===== config.mk =====
export PLATFORM = sky130hd
export DESIGN_NAME = inst_fetch_flat
export DESIGN_NICKNAME = d
export VERILOG_FILES = /design/src/rtl/inst_fetch_if.sv /design/src/rtl/inst_fetch.sv /design/src/flat_wrapper.sv
export SDC_FILE = /design/constraint.sdc
export NUM_CORES = 1
export LEC_CHECK = 0
export ABC_AREA = 0
export BUFFER_PORTS_ARGS = -buffer_cell sky130_fd_sc_hd__buf_2
export CAP_MARGIN = 15
export CORE_MARGIN = 1
export CORE_UTILIZATION = 58
export DETAILED_ROUTE_END_ITERATION = 10
export PLACE_DENSITY = 0.86
export SLEW_MARGIN = 10
export SYNTH_ARGS = -nofsm -noshare
export SYNTH_HDL_FRONTEND = slang
export SYNTH_SLANG_ARGS = --single-unit

===== constraint.sdc =====
create_clock -name clk -period 5.2 [get_ports clk]
set_clock_uncertainty 0.1 [all_clocks]
set_input_delay 1.3 -clock clk [delete_from_list [all_inputs] [get_ports clk]]
set_output_delay 1.3 -clock clk [all_outputs]
set_load 0.02 [all_outputs]

===== src/rtl/inst_fetch_if.sv =====
// Fetch-stage bundle: ROM address/data port plus the decode handshake.
// master = fetch stage, slave = ROM and decode side.
interface inst_fetch_if;
    logic        rom_ce_o;
    logic [31:0] rom_addr_o;
    logic [31:0] rom_inst_i;
    logic        branch_flag_i;
    logic [31:0] branch_target_i;
    logic        flush_i;
    logic [31:0] flush_pc_i;
    logic        id_valid_o;
    logic        id_ready_i;
    logic [31:0] id_pc_o;
    logic [31:0] id_inst_o;
    logic        id_misalign_o;

    modport master (
        output rom_ce_o,
        output rom_addr_o,
        input  rom_inst_i,
        input  branch_flag_i,
        input  branch_target_i,
        input  flush_i,
        input  flush_pc_i,
        output id_valid_o,
        input  id_ready_i,
        output id_pc_o,
        output id_inst_o,
        output id_misalign_o
    );

    modport slave (
        input  rom_ce_o,
        input  rom_addr_o,
        output rom_inst_i,
        output branch_flag_i,
        output branch_target_i,
        output flush_i,
        output flush_pc_i,
        input  id_valid_o,
        output id_ready_i,
        input  id_pc_o,
        input  id_inst_o,
        input  id_misalign_o
    );
endinterface


===== src/rtl/inst_fetch.sv =====
// inst_fetch: PC, ROM drive and 2-entry prefetch buffer toward decode.
// FETCH_MISALIGN_EN: misaligned redirects emit a marker entry and halt fetch.
module inst_fetch #(
    parameter logic [31:0] RESET_PC  = 32'h0000_0000,
    parameter int          BUF_DEPTH = 2
) (
    input logic          clk,
    input logic          rst,
    inst_fetch_if.master bus
);
    typedef struct packed {
        logic [31:0] pc;
        logic [31:0] inst;
        logic        misalign;
    } entry_t;

    entry_t      fifo [2];
    entry_t      head;
    logic [31:0] pc;
    logic        ce;
    logic        rd_ptr;
    logic        wr_ptr;
    logic [1:0]  count;
    logic        halted;
    logic        redirect;
    logic        deq;
    logic        enq;
    logic        mis_fetch;
    logic [31:0] target;

    always_comb begin
        redirect = bus.flush_i || bus.branch_flag_i;
        target   = bus.flush_i ? bus.flush_pc_i
                                : bus.branch_target_i;
`ifndef FETCH_MISALIGN_EN
        target   = target & 32'hFFFF_FFFC;
`endif
        deq      = (count != 2'd0) && bus.id_ready_i;
        enq      = ce && !redirect && !halted
                   && ((count < 2'(BUF_DEPTH)) || deq);
    end

`ifdef FETCH_MISALIGN_EN
    assign mis_fetch = (pc[1:0] != 2'b00);
`else
    assign mis_fetch = 1'b0;
    assign halted    = 1'b0;
`endif

    always_ff @(posedge clk or negedge rst) begin
        if (!rst) begin
            pc     <= RESET_PC;
            ce     <= 1'b0;
            rd_ptr <= 1'b0;
            wr_ptr <= 1'b0;
            count  <= 2'd0;
            for (int i = 0; i < 2; i++) fifo[i] <= '0;
`ifdef FETCH_MISALIGN_EN
            halted <= 1'b0;
`endif
        end else begin
            ce <= 1'b1;
            if (redirect) begin
                // Redirect voids any same-cycle handshake
                count  <= 2'd0;
                rd_ptr <= 1'b0;
                wr_ptr <= 1'b0;
                pc     <= target;
`ifdef FETCH_MISALIGN_EN
                halted <= 1'b0;
`endif
            end else begin
                if (deq) rd_ptr <= ~rd_ptr;
                if (enq) begin
                    wr_ptr <= ~wr_ptr;
                    if (mis_fetch) begin
                        fifo[wr_ptr] <= '{pc, 32'h0, 1'b1};
`ifdef FETCH_MISALIGN_EN
                        halted <= 1'b1;
`endif
                    end else begin
                        fifo[wr_ptr] <= '{pc, bus.rom_inst_i, 1'b0};
                        pc <= pc + 32'd4;
                    end
                end
                if (enq && !deq) count <= count + 2'd1;
                else if (deq && !enq) count <= count - 2'd1;
            end
        end
    end

    assign head              = fifo[rd_ptr];
    assign bus.rom_ce_o      = ce;
    assign bus.rom_addr_o    = pc;
    assign bus.id_valid_o    = (count != 2'd0);
    assign bus.id_pc_o       = bus.id_valid_o ? head.pc : 32'h0;
    assign bus.id_inst_o     = bus.id_valid_o ? head.inst : 32'h0;
    assign bus.id_misalign_o = bus.id_valid_o && head.misalign;
endmodule


===== src/flat_wrapper.sv =====
// flat-port wrapper written by rule: the top's interface ports become plain ports
module inst_fetch_flat 
#(
    parameter logic [31:0] RESET_PC  = 32'h0000_0000,
    parameter int          BUF_DEPTH = 2
)
  (clk, rst, bus_rom_ce_o, bus_rom_addr_o, bus_rom_inst_i, bus_branch_flag_i, bus_branch_target_i, bus_flush_i, bus_flush_pc_i, bus_id_valid_o, bus_id_ready_i, bus_id_pc_o, bus_id_inst_o, bus_id_misalign_o);
  inst_fetch_if bus_i ();
  input logic clk;
  input logic rst;
  output wire logic [$bits(bus_i.rom_ce_o)-1:0] bus_rom_ce_o;
  output wire logic [$bits(bus_i.rom_addr_o)-1:0] bus_rom_addr_o;
  input wire logic [$bits(bus_i.rom_inst_i)-1:0] bus_rom_inst_i;
  input wire logic [$bits(bus_i.branch_flag_i)-1:0] bus_branch_flag_i;
  input wire logic [$bits(bus_i.branch_target_i)-1:0] bus_branch_target_i;
  input wire logic [$bits(bus_i.flush_i)-1:0] bus_flush_i;
  input wire logic [$bits(bus_i.flush_pc_i)-1:0] bus_flush_pc_i;
  output wire logic [$bits(bus_i.id_valid_o)-1:0] bus_id_valid_o;
  input wire logic [$bits(bus_i.id_ready_i)-1:0] bus_id_ready_i;
  output wire logic [$bits(bus_i.id_pc_o)-1:0] bus_id_pc_o;
  output wire logic [$bits(bus_i.id_inst_o)-1:0] bus_id_inst_o;
  output wire logic [$bits(bus_i.id_misalign_o)-1:0] bus_id_misalign_o;
  assign bus_rom_ce_o = bus_i.rom_ce_o;
  assign bus_rom_addr_o = bus_i.rom_addr_o;
  assign bus_i.rom_inst_i = bus_rom_inst_i;
  assign bus_i.branch_flag_i = bus_branch_flag_i;
  assign bus_i.branch_target_i = bus_branch_target_i;
  assign bus_i.flush_i = bus_flush_i;
  assign bus_i.flush_pc_i = bus_flush_pc_i;
  assign bus_id_valid_o = bus_i.id_valid_o;
  assign bus_i.id_ready_i = bus_id_ready_i;
  assign bus_id_pc_o = bus_i.id_pc_o;
  assign bus_id_inst_o = bus_i.id_inst_o;
  assign bus_id_misalign_o = bus_i.id_misalign_o;
  inst_fetch #(.RESET_PC(RESET_PC), .BUF_DEPTH(BUF_DEPTH)) u_core (.clk(clk), .rst(rst), .bus(bus_i));
endmodule

=== After elaboration in Yosys (flattened, before gate mapping) ===
Index checks and enable logic that the tools add are counted.
W data, S select, Z words.

* Add/sub/neg operators: 3
* Magnitude comparators: 4
* Multiplexer cells: 18
* Bitwise operators: 5
* Reductions and logical operators: 17

{| class="wikitable"
|+ Operators with widths
! cell !! count
|-
| $mux W65 || 4
|-
| $mux W32 || 5
|-
| $bwmux W130 || 1
|-
| $demux W65 S1 || 1
|-
| $add A32 B3 Y32 const B || 1
|-
| $logic_and A1 B1 Y1 || 7
|-
| $mux W2 || 3
|-
| $reduce_bool A2 Y1 || 3
|-
| $ge A2 B2 Y1 const B || 2
|-
| $mux W1 || 4
|-
| $not A1 Y2 || 2
|-
| $logic_not A1 Y1 || 3
|-
| $not A1 Y1 || 3
|-
| $reduce_bool A3 Y1 || 1
|-
| $add A2 B1 Y2 const B || 1
|-
| $logic_or A1 B1 Y1 || 2
|-
| $lt A2 B1 Y1 const B || 1
|-
| $lt A2 B2 Y1 const B || 1
|-
| $reduce_and A2 Y1 || 1
|-
| $sub A2 B1 Y2 const B || 1
|}

* Flip-flop bits (word level): 167
* Input port bits: 101
* Output and inout bits: 99
* Word-level logic and storage cells: 58

=== Depth between registers and ports, before layout ===
Gate-level depths: netlist of run 1.

* Depth in word-level cells: 9
* Mapped depth: 8
* Gate-level depth less buffers: 7

=== Worst setup path after synthesis of run 1 ===
No wires, ideal clock.

* Path kind: register to output
* From: register u_core.rd_ptr
* To: output bus_id_inst_o[10]
* Arrival time: 1,502 ps
* Data required time: 3,800 ps
* Path slack: 2,298 ps
* Stages on the path, launching flop included: 5
* Path buffers: 2
* Cell sequence: dfrtp_1 clkbuf_1 buf_1 mux2i_1 nor2_1

* Word-level cells in the longest chain between the ends: 5

{| class="wikitable"
|+ Ends and longest elaborated chain
! what !! RTL line !! text
|-
| start, declared || inst_fetch.sv:21 || <nowiki>logic rd_ptr;</nowiki>
|-
| start signal, assigned || inst_fetch.sv:73 || <nowiki>if (deq) rd_ptr <= ~rd_ptr;</nowiki>
|-
| $not A1 Y2 (not written as such) || inst_fetch.sv:92 || <nowiki>assign head = fifo[rd_ptr];</nowiki>
|-
| $mux W65 (not written as such) (3 in series) || inst_fetch.sv:92 ||
|-
| $mux W32 || inst_fetch.sv:97 || <nowiki>assign bus.id_inst_o = bus.id_valid_o ? head.inst : 32'h0;</nowiki>
|-
| end, declared || flat_wrapper.sv:21 || <nowiki>output wire logic [$bits(bus_i.id_inst_o)-1:0] bus_id_inst_o;</nowiki>
|}

Every way passes these cells. The select of a mux whose other input is x is not followed.

=== Worst setup path after layout of run 1 ===
* From: register u_core.count[1]
* To: output bus_id_inst_o[10]

* Word-level cells in the longest chain between the ends: 2

{| class="wikitable"
|+ Ends and longest elaborated chain
! what !! RTL line !! text
|-
| start, declared || inst_fetch.sv:23 || <nowiki>logic [1:0] count;</nowiki>
|-
| start signal, assigned || inst_fetch.sv:86 || <nowiki>if (enq && !deq) count <= count + 2'd1;</nowiki>
|-
| start signal, assigned || inst_fetch.sv:87 || <nowiki>else if (deq && !enq) count <= count - 2'd1;</nowiki>
|-
| $reduce_bool A2 Y1 || inst_fetch.sv:95 || <nowiki>assign bus.id_valid_o = (count != 2'd0);</nowiki>
|-
| $mux W32 || inst_fetch.sv:97 ||
|}

Every way passes these cells.

==> impl_metrics.prom, run 1 <==
# TYPE chip_impl_metric gauge
chip_impl_info{name="status",value="finished clean"} 1
chip_impl_metric{name="layout.cells.non_filler",unit=""} 1028
chip_impl_metric{name="postLayoutSetupSlackWorst",unit="ns"} 1.40
chip_impl_info{name="timing_worst_setup_path_type",value="reg2out"} 1
chip_impl_metric{name="ioPinCount",unit=""} 200
chip_impl_metric{name="synth-warning-count",unit=""} 0
chip_impl_info{name="unrepaired_setup_endpoints_after_global_routing",value="no"} 1
chip_impl_metric{name="period_share",unit="%"} 73.0
chip_impl_metric{name="cts_buffers",unit=""} 17
chip_impl_metric{name="regToRegSetupSlack",unit="ns"} 2.77
chip_impl_metric{name="floorplan.die.width",unit="um"} 118
chip_impl_metric{name="final_weighted_congestion_in_routability_driven_placement",unit=""} 0.828
chip_impl_metric{name="signed_area_change_from_the_synthesized_netlist_to_the_final_layout",unit="%"} 21.3
chip_impl_metric{name="timing.max_slew.rel_slack",unit="%"} 20.7
chip_impl_metric{name="drive_gt1_share",unit="%"} 34.3
chip_impl_metric{name="num_antenna_cells",unit=""} 0
chip_impl_metric{name="post_drt_wl_per_cell",unit="um"} 17.6
chip_impl_info{name="dominantRegCellSynth",value="sky130_fd_sc_hd__dfrtp_1"} 1
chip_impl_metric{name="row_count",unit=""} 42
chip_impl_info{name="synth_top_cells_by_count",value="159 x sky130_fd_sc_hd__dfrtp_1, 79 x sky130_fd_sc_hd__mux2_1, 73 x sky130_fd_sc_hd__nor2_1, 66 x sky130_fd_sc_hd__mux2i_1, 46 x sky130_fd_sc_hd__mux2_2"} 1
chip_impl_metric{name="clk_path_buf_depth",unit=""} 2
chip_impl_metric{name="worst_case_setup_slack_after_placement",unit="ns"} 1.68
chip_impl_metric{name="routed_via_density",unit=""} 5.72
chip_impl_metric{name="multiInputGateArea",unit="mm^2"} 0.00364
chip_impl_info{name="yosys.cell_count.top_type",value="sky130_fd_sc_hd__dfrtp_1"} 1
chip_impl_metric{name="dpl.hpwl",unit="um"} 12200
chip_impl_metric{name="finalHoldViolCount",unit=""} 0
chip_impl_metric{name="netlist-cell-type-count",unit=""} 47
chip_impl_metric{name="synth-edff-count",unit=""} 0
chip_impl_metric{name="grt_max_degree",unit=""} 92
chip_impl_metric{name="full_die_area",unit="mm^2"} 0.0140
chip_impl_metric{name="grt_antenna_before_repair",unit=""} 0
chip_impl_metric{name="n_fill_cell",unit=""} 953
chip_impl_metric{name="placement.io_buffers",unit=""} 190
chip_impl_metric{name="drt.antenna.violating_nets",unit=""} 0
chip_impl_info{name="r2r-end",value="u_core.count[1]$_DFFE_PN0P_"} 1
chip_impl_metric{name="cp_data_required_time",unit="ns"} 3.80
chip_impl_metric{name="irDropWorstVdd",unit="mV"} 0.234
chip_impl_metric{name="finalCriticalPeriod",unit="ns"} 3.80
chip_impl_info{name="worst_setup_path_end_kind",value="output pin"} 1
chip_impl_metric{name="max_cap_violations",unit=""} 0
chip_impl_info{name="root_buffer_selected_by_cts",value="sky130_fd_sc_hd__clkbuf_16"} 1
chip_impl_metric{name="achievable-frequency",unit="MHz"} 263
chip_impl_info{name="critical_path.startpoint",value="u_core.count[1]$_DFFE_PN0P_"} 1
chip_impl_metric{name="grt_remaining_overflow",unit=""} 0
chip_impl_metric{name="path_clk_slew",unit="ns"} 0.06
chip_impl_metric{name="inst_count_dp",unit=""} 997
chip_impl_info{name="tritoncts_clock_tree",value="yes"} 1
chip_impl_metric{name="initial_cell_density_of_the_core",unit="%"} 59.3
chip_impl_metric{name="worstSkewPairLatency",unit="ns"} 0.43
chip_impl_info{name="min-delay-path-class",value="reg2reg"} 1
chip_impl_metric{name="drt_first_iter_violations",unit=""} 300
chip_impl_metric{name="coreArea",unit="mm^2"} 0.0132
chip_impl_metric{name="timing.final.setup_violations",unit=""} 0
chip_impl_metric{name="r2r_depth",unit=""} 6
chip_impl_metric{name="synthesis.area_per_instance",unit="um^2"} 11.8
chip_impl_info{name="worstSetupStartpointType",value="flip-flop"} 1
chip_impl_metric{name="critical_path.max_fanout",unit=""} 36
chip_impl_metric{name="cts_hold_buffers",unit=""} 0
chip_impl_metric{name="cells_after_synthesis",unit=""} 662
chip_impl_metric{name="leakage_dissipation",unit="nW"} 4.34
chip_impl_metric{name="async_flop_share",unit="%"} 100
chip_impl_metric{name="drt_pre_antenna_iters",unit=""} 4
chip_impl_info{name="ys_top_cells_by_area",value="sky130_fd_sc_hd__dfrtp_1 51%, sky130_fd_sc_hd__mux2_1 11%, sky130_fd_sc_hd__mux2i_1 8.4%"} 1
chip_impl_metric{name="cts_htree_levels",unit=""} 4
chip_impl_metric{name="synth.yosys.seq_area_share",unit="%"} 50.9
chip_impl_metric{name="drt_drc_violations_left",unit=""} 0
chip_impl_metric{name="report.final.slew_viol_count",unit=""} 0
chip_impl_metric{name="dr_total_vias",unit=""} 5877
chip_impl_metric{name="clock_sinks",unit=""} 159
chip_impl_metric{name="grt_pass1_vias",unit=""} 6040
chip_impl_metric{name="tns",unit="ns"} 0
chip_impl_metric{name="worstPathArrival",unit="ns"} 2.40
chip_impl_metric{name="yosys.area.top_type_share",unit="%"} 50.9
chip_impl_metric{name="max_slew.worst_pin.slew",unit="ns"} 1.19
chip_impl_metric{name="cts-resized-gates",unit=""} 0
chip_impl_info{name="synthDominantAreaCellType",value="sky130_fd_sc_hd__dfrtp_1"} 1
chip_impl_metric{name="grt_pass1_wl",unit="um"} 29800
chip_impl_metric{name="die_h",unit="um"} 118
chip_impl_metric{name="postCtsSetupBuffers",unit=""} 0
chip_impl_metric{name="combined_area_of_all_synthesized_cells",unit="mm^2"} 0.00782
chip_impl_metric{name="synth-seq-cells",unit=""} 159
chip_impl_metric{name="track_usage",unit="%"} 27.4
chip_impl_info{name="regToRegStartpoint",value="u_core.count[1]$_DFFE_PN0P_"} 1
chip_impl_metric{name="final_wirelength",unit="um"} 18100
chip_impl_metric{name="p_per_area",unit="mW/mm^2"} 373
chip_impl_metric{name="layout.nets",unit=""} 943
chip_impl_info{name="endpoint",value="bus_id_inst_o[10]"} 1
chip_impl_metric{name="area.sequential",unit="mm^2"} 0.00398
==> report_power, final <==
| part | total (W) | switching, W | internal, W |
|---|---|---|---|
| Combinational | 0.000609 | 0.000307 | 0.000301 |
| Sequential | 0.00167 | 0.000177 | 0.00149 |
| Clock | 0.00126 | 0.000482 | 0.000776 |
==> worst min-delay path by stage <==
stage | start | end | slack [ns] | depth (start not counted)
global placement | u_core.fifo[70]$_DFFE_PN0P_ | u_core.fifo[70]$_DFFE_PN0P_ | 0.37 | 1
finish | u_core.fifo[102]$_DFFE_PN0P_ | u_core.fifo[102]$_DFFE_PN0P_ | 0.39 | 1
floorplan | u_core.fifo[100]$_DFFE_PN0P_ | u_core.fifo[100]$_DFFE_PN0P_ | 0.36 | 1
CTS | u_core.fifo[68]$_DFFE_PN0P_ | u_core.fifo[68]$_DFFE_PN0P_ | 0.39 | 1
detailed placement | u_core.fifo[102]$_DFFE_PN0P_ | u_core.fifo[102]$_DFFE_PN0P_ | 0.37 | 1
global route | u_core.fifo[100]$_DFFE_PN0P_ | u_core.fifo[100]$_DFFE_PN0P_ | 0.40 | 1
==> critical path: stages (launching register included) <==
cell and delay (ns):
sky130_fd_sc_hd__dfrtp_1 0.43, sky130_fd_sc_hd__nor2_4 0.74, sky130_fd_sc_hd__buf_4 0.47, sky130_fd_sc_hd__nor2_1 0.12, sky130_fd_sc_hd__buf_2 0.18
==> through the flow <==
step	hold slack, ns	cell area (um^2)	power [W]	util (%)
after global routing	0.401	9490	0.00371	71.9
after CTS	0.387	9490	0.00356	71.9
after global placement	0.366	8890	0.00224	67.4
final	0.385	9490	0.00354	71.9
after floorplan	0.357	7840	0.00206	-
after detailed placement	0.374	8890	0.00230	67.4
==> cell type report <==
type / instances / share of cell area [%]
sequential: 159 / 42.0
clock buffer: 21 / 4.85
clock inverter: 10 / 1.45
tap: 176 / 2.32
inverter: 6 / 0.237
multi-input combinational: 457 / 38.4
timing repair buffer: 199 / 10.8
==> metal layers <==
layer  GRT usage (%)  vias to the layer above  share of wire, %
li1                -                     2690                 -
met1            35.6                     2935                43
met2            44.9                      221                49
met3            5.84                       31               5.8
met4            11.1                        0               2.0
met5               0                        -                 0
==> registers in the layout (all words and copies together), names as in the netlist <==
name / flops
u_core.bus.rom_addr_o: 30
u_core.rd_ptr: 1
u_core.fifo: 124
u_core.count: 2
u_core.bus.rom_ce_o: 1
u_core.wr_ptr: 1
==> cells in the final DEF (no fill, tap or decap), drive strengths merged, types with 6 or more instances in the layout <==
master | synthesis | layout
nor3 | 9 | 9
a21oi | 24 | 24
buf | 30 | 199
xnor2 | 16 | 16
nand4 | 11 | 11
conb | 2 | 6
clkbuf | 14 | 21
dfrtp | 159 | 159
mux2i | 66 | 66
nand2 | 16 | 16
mux2 | 125 | 125
nand3 | 18 | 18
nor4 | 9 | 9
nor2b | 18 | 18
o21ai | 10 | 10
inv | 6 | 6
nor2 | 73 | 73
a211oi | 16 | 16
xor2 | 14 | 14
==> cell families (layout without fill, tap and decap cells) <==
kind of cell | after synthesis | after routing | share of synthesized area [%]
compound gates | 63 | 63 | 4.94
mux | 191 | 191 | 26.4
buf+inv | 50 | 236 | 2.99
other cells | 2 | 6 | 0.0960
fa+ha+maj | 2 | 2 | 0.320
xor+xnor | 30 | 30 | 3.36
simple gates | 165 | 165 | 11.0
flops | 159 | 159 | 50.9
No activity file was read; power rests on OpenSTA's default activity.
==> run 2, diff against run 1 <==
- ABC_AREA: 0 -> 1
- CORE_UTILIZATION: 58 -> 49
- PLACE_DENSITY: 0.86 -> 0.77
- clock period: 5.2 -> 3.1 ns (I/O delays scaled with it)
==> impl_metrics.prom, run 2 <==
# TYPE chip_impl_metric gauge
chip_impl_metric{name="period_share",unit="%"} 91.9
chip_impl_info{name="timing_worst_setup_path_type",value="reg2out"} 1
chip_impl_info{name="r2r-end",value="u_core.bus.rom_addr_o[26]$_DFFE_PN0P_"} 1
chip_impl_metric{name="cts-resized-gates",unit=""} 0
chip_impl_info{name="critical_path.startpoint",value="u_core.rd_ptr$_DFFE_PN0P_"} 1
chip_impl_metric{name="initial_cell_density_of_the_core",unit="%"} 50.8
chip_impl_metric{name="share_seq_of_total_power",unit="%"} 41.8
chip_impl_metric{name="final_wirelength",unit="um"} 21400
chip_impl_metric{name="wl_met1",unit="um"} 9680
chip_impl_info{name="tritoncts_clock_tree",value="yes"} 1
chip_impl_info{name="worst_setup_path_end_kind",value="output pin"} 1
chip_impl_metric{name="synth-warning-count",unit=""} 0
chip_impl_metric{name="signed_area_change_from_the_synthesized_netlist_to_the_final_layout",unit="%"} 20.6
chip_impl_metric{name="final_weighted_congestion_in_routability_driven_placement",unit=""} 0.905
chip_impl_metric{name="num_antenna_cells",unit=""} 0
chip_impl_metric{name="clock_sinks",unit=""} 159
chip_impl_metric{name="postCtsSetupBuffers",unit=""} 0
chip_impl_metric{name="max_slew.worst_pin.slew",unit="ns"} 0.733
chip_impl_metric{name="n_fill_cell",unit=""} 1431
chip_impl_metric{name="drt_drc_violations_left",unit=""} 0
chip_impl_metric{name="regToRegSetupSlack",unit="ns"} 1.01
chip_impl_metric{name="cts_buffers",unit=""} 17
chip_impl_info{name="regToRegStartpoint",value="u_core.bus.rom_addr_o[3]$_DFFE_PN0P_"} 1
chip_impl_info{name="root_buffer_selected_by_cts",value="sky130_fd_sc_hd__clkbuf_16"} 1
chip_impl_metric{name="floorplan.die.width",unit="um"} 131
chip_impl_metric{name="routed_via_density",unit=""} 5.17
chip_impl_metric{name="cts_htree_levels",unit=""} 4
chip_impl_metric{name="max_cap_violations",unit=""} 0
chip_impl_metric{name="achievable-frequency",unit="MHz"} 351
chip_impl_metric{name="finalCriticalPeriod",unit="ns"} 2.85
chip_impl_metric{name="r2r_depth",unit=""} 9
chip_impl_info{name="layout_common_cells",value="360 x sky130_fd_sc_hd__nand2_1, 189 x sky130_fd_sc_hd__buf_2, 158 x sky130_fd_sc_hd__dfrtp_1, 107 x sky130_fd_sc_hd__o21ai_1, 95 x sky130_fd_sc_hd__inv_1"} 1
chip_impl_metric{name="grt_antenna_before_repair",unit=""} 0
chip_impl_metric{name="synth-seq-cells",unit=""} 159
chip_impl_metric{name="path_clk_slew",unit="ns"} 0.06
chip_impl_metric{name="netlist-cell-type-count",unit=""} 32
chip_impl_metric{name="full_die_area",unit="mm^2"} 0.0172
chip_impl_info{name="largest-register",value="u_core.fifo"} 1
chip_impl_info{name="dominantRegCellSynth",value="sky130_fd_sc_hd__dfrtp_1"} 1
chip_impl_metric{name="yosys.area.top_type_share",unit="%"} 48.8
chip_impl_metric{name="leakage_dissipation",unit="nW"} 5.07
chip_impl_metric{name="clockPowerShare",unit="%"} 31.5
chip_impl_metric{name="dpl.hpwl",unit="um"} 14500
chip_impl_metric{name="timing.max_slew.rel_slack",unit="%"} 51.2
chip_impl_metric{name="grt_max_degree",unit=""} 81
chip_impl_metric{name="placement.io_buffers",unit=""} 190
chip_impl_metric{name="p_per_area",unit="mW/mm^2"} 683
chip_impl_info{name="endpoint",value="bus_id_pc_o[16]"} 1
chip_impl_metric{name="dr_total_vias",unit=""} 7689
chip_impl_metric{name="worstPathArrival",unit="ns"} 1.97
chip_impl_metric{name="power_switching",unit="W"} 0.00228
chip_impl_metric{name="grt_remaining_overflow",unit=""} 0
chip_impl_metric{name="report.power.total",unit="W"} 0.00671
chip_impl_metric{name="worst_hold_slack",unit="ns"} 0.221
chip_impl_info{name="ys_top_cells_by_area",value="sky130_fd_sc_hd__dfrtp_1 49%, sky130_fd_sc_hd__nand2_1 17%, sky130_fd_sc_hd__o21ai_1 6.6%"} 1
chip_impl_metric{name="layout.nets",unit=""} 1364
chip_impl_metric{name="report.final.slew_viol_count",unit=""} 0
chip_impl_metric{name="synth.yosys.seq_area_share",unit="%"} 48.8
chip_impl_metric{name="track_usage",unit="%"} 25.8
chip_impl_metric{name="intPower",unit="W"} 0.00443
chip_impl_metric{name="irDropWorstVdd",unit="mV"} 0.422
chip_impl_metric{name="clk_path_buf_depth",unit=""} 2
chip_impl_metric{name="synthesis.area_per_instance",unit="um^2"} 7.44
chip_impl_metric{name="cts_hold_buffers",unit=""} 0
chip_impl_info{name="synthDominantAreaCellType",value="sky130_fd_sc_hd__dfrtp_1"} 1
chip_impl_metric{name="largest_register_ffs",unit=""} 124
chip_impl_metric{name="row_count",unit=""} 46
chip_impl_metric{name="finalHoldViolCount",unit=""} 0
chip_impl_metric{name="worstSkewPairLatency",unit="ns"} 0.42
chip_impl_metric{name="coreArea",unit="mm^2"} 0.0161
chip_impl_metric{name="drt_pre_antenna_iters",unit=""} 5
chip_impl_info{name="yosys.cell_count.top_type",value="sky130_fd_sc_hd__nand2_1"} 1
chip_impl_info{name="layout_commonest_cell",value="sky130_fd_sc_hd__nand2_1"} 1
chip_impl_metric{name="grt_pass1_wl",unit="um"} 34000
chip_impl_info{name="status",value="finished clean"} 1
chip_impl_metric{name="async_flop_share",unit="%"} 100
chip_impl_info{name="highest_layer",value="met4"} 1
chip_impl_info{name="worstSetupStartpointType",value="flip-flop"} 1
chip_impl_metric{name="ioPinCount",unit=""} 200
chip_impl_info{name="unrepaired_setup_endpoints_after_global_routing",value="no"} 1
chip_impl_metric{name="combined_area_of_all_synthesized_cells",unit="mm^2"} 0.00815
chip_impl_metric{name="p_sw_share",unit="%"} 34.0
chip_impl_metric{name="combinationalPowerShare",unit="%"} 26.7
chip_impl_metric{name="post_drt_wl_per_cell",unit="um"} 14.4
chip_impl_metric{name="timing.final.setup_violations",unit=""} 0
chip_impl_metric{name="critical_path.max_fanout",unit=""} 64
chip_impl_metric{name="die_h",unit="um"} 131
chip_impl_metric{name="cp_data_required_time",unit="ns"} 2.22
chip_impl_info{name="min-delay-path-class",value="in2async"} 1
chip_impl_metric{name="cells_after_synthesis",unit=""} 1095
chip_impl_metric{name="grt_pass1_vias",unit=""} 6967
chip_impl_metric{name="met2_wirelength",unit="um"} 9700
chip_impl_metric{name="drt_first_iter_violations",unit=""} 529
chip_impl_metric{name="met3_wirelength",unit="um"} 1570
chip_impl_metric{name="drt.antenna.violating_nets",unit=""} 0
chip_impl_metric{name="tns",unit="ns"} 0
chip_impl_info{name="synth_top_cells_by_count",value="360 x sky130_fd_sc_hd__nand2_1, 159 x sky130_fd_sc_hd__dfrtp_1, 107 x sky130_fd_sc_hd__o21ai_1, 95 x sky130_fd_sc_hd__inv_1, 90 x sky130_fd_sc_hd__a21oi_1"} 1
chip_impl_metric{name="drive_gt1_share",unit="%"} 20.2
chip_impl_metric{name="synth-edff-count",unit=""} 0
[run 2: changes by cell type after synthesis, moves of 16 or more]
cell                       change
sky130_fd_sc_hd__mux2i_1      -66
sky130_fd_sc_hd__o21ai_0      +39
sky130_fd_sc_hd__mux2_2       -46
sky130_fd_sc_hd__o21ai_1     +105
sky130_fd_sc_hd__clkbuf_1     +20
sky130_fd_sc_hd__inv_1        +91
sky130_fd_sc_hd__nand3_1      +22
sky130_fd_sc_hd__xnor2_1      -16
sky130_fd_sc_hd__nor2b_1      -18
sky130_fd_sc_hd__a21oi_1      +66
sky130_fd_sc_hd__nand2_1     +345
sky130_fd_sc_hd__mux2_1       -79
[run 2: worst min path at each step]
stage                                  from                           end  slack (ns)  depth (start not counted)
5_1_grt                                 rst   u_core.fifo[27]$_DFFE_PN0P_        0.27                          1
3_3_place_gp   u_core.fifo[110]$_DFFE_PN0P_  u_core.fifo[110]$_DFFE_PN0P_        0.37                          2
2_1_floorplan  u_core.fifo[101]$_DFFE_PN0P_  u_core.fifo[101]$_DFFE_PN0P_        0.35                          2
4_1_cts                                 rst   u_core.fifo[27]$_DFFE_PN0P_        0.25                          1
6_report                                rst   u_core.fifo[17]$_DFFE_PN0P_        0.22                          1
3_5_place_dp    u_core.fifo[38]$_DFFE_PN0P_   u_core.fifo[38]$_DFFE_PN0P_        0.37                          2
[run 2: area by class of cell]
class                      count  area, um^2  area share (%)
sequential                   159        3980            40.5
multi-input combinational    775        3440            35.0
timing repair buffer         209        1160            11.8
clock buffer                  21         460            4.68
inverter                      99         377            3.83
tap                          216         270            2.75
clock inverter                 9         134            1.36
[run 2: worst max-delay path: stages, from the launching register on]
cell and delay (ns):
sky130_fd_sc_hd__dfrtp_2 0.37, sky130_fd_sc_hd__buf_4 0.58, sky130_fd_sc_hd__nand2_1 0.10, sky130_fd_sc_hd__a21oi_1 0.26, sky130_fd_sc_hd__buf_2 0.21
[run 2: cells by family (layout without fill, tap and decap cells)]
family	count (synthesis)	after routing	share of synthesized area, %
and+or+nand+nor	498	498	24.2
AOI/OAI and AO/OA	269	269	17.3
buffers and inverters	165	338	9.20
DFF	159	159	48.8
adders and majority gates	2	2	0.307
other	2	6	0.0921
[run 2: metrics by stage]
stage	utilization (%)	setup WS, ns	area, um^2	cells
5_1_grt	61.2	0.113	9830	1488
6_report	61.2	0.251	9830	1488
4_1_cts	61.2	0.223	9830	1488
2_1_floorplan	-	0.900	8170	1099
3_3_place_gp	57.5	0.691	9230	1458
3_5_place_dp	57.5	0.692	9230	1458
[run 2: routing by layer]
layer  vias to the layer above  global-route usage, %
li1                       3851                      -
met5                         -                      0
met4                         0                   9.13
met3                        33                   5.66
met1                      3481                   35.1
met2                       324                   40.8
[run 2: power groups by stage]
stage	Combinational [W]	Clock, W	Sequential [W]
floorplan	0.00115	0	0.00282
global placement	0.00176	0	0.00281
detailed placement	0.00180	0	0.00283
CTS	0.00180	0.00215	0.00280
global route	0.00201	0.00224	0.00285
finish	0.00179	0.00211	0.00281
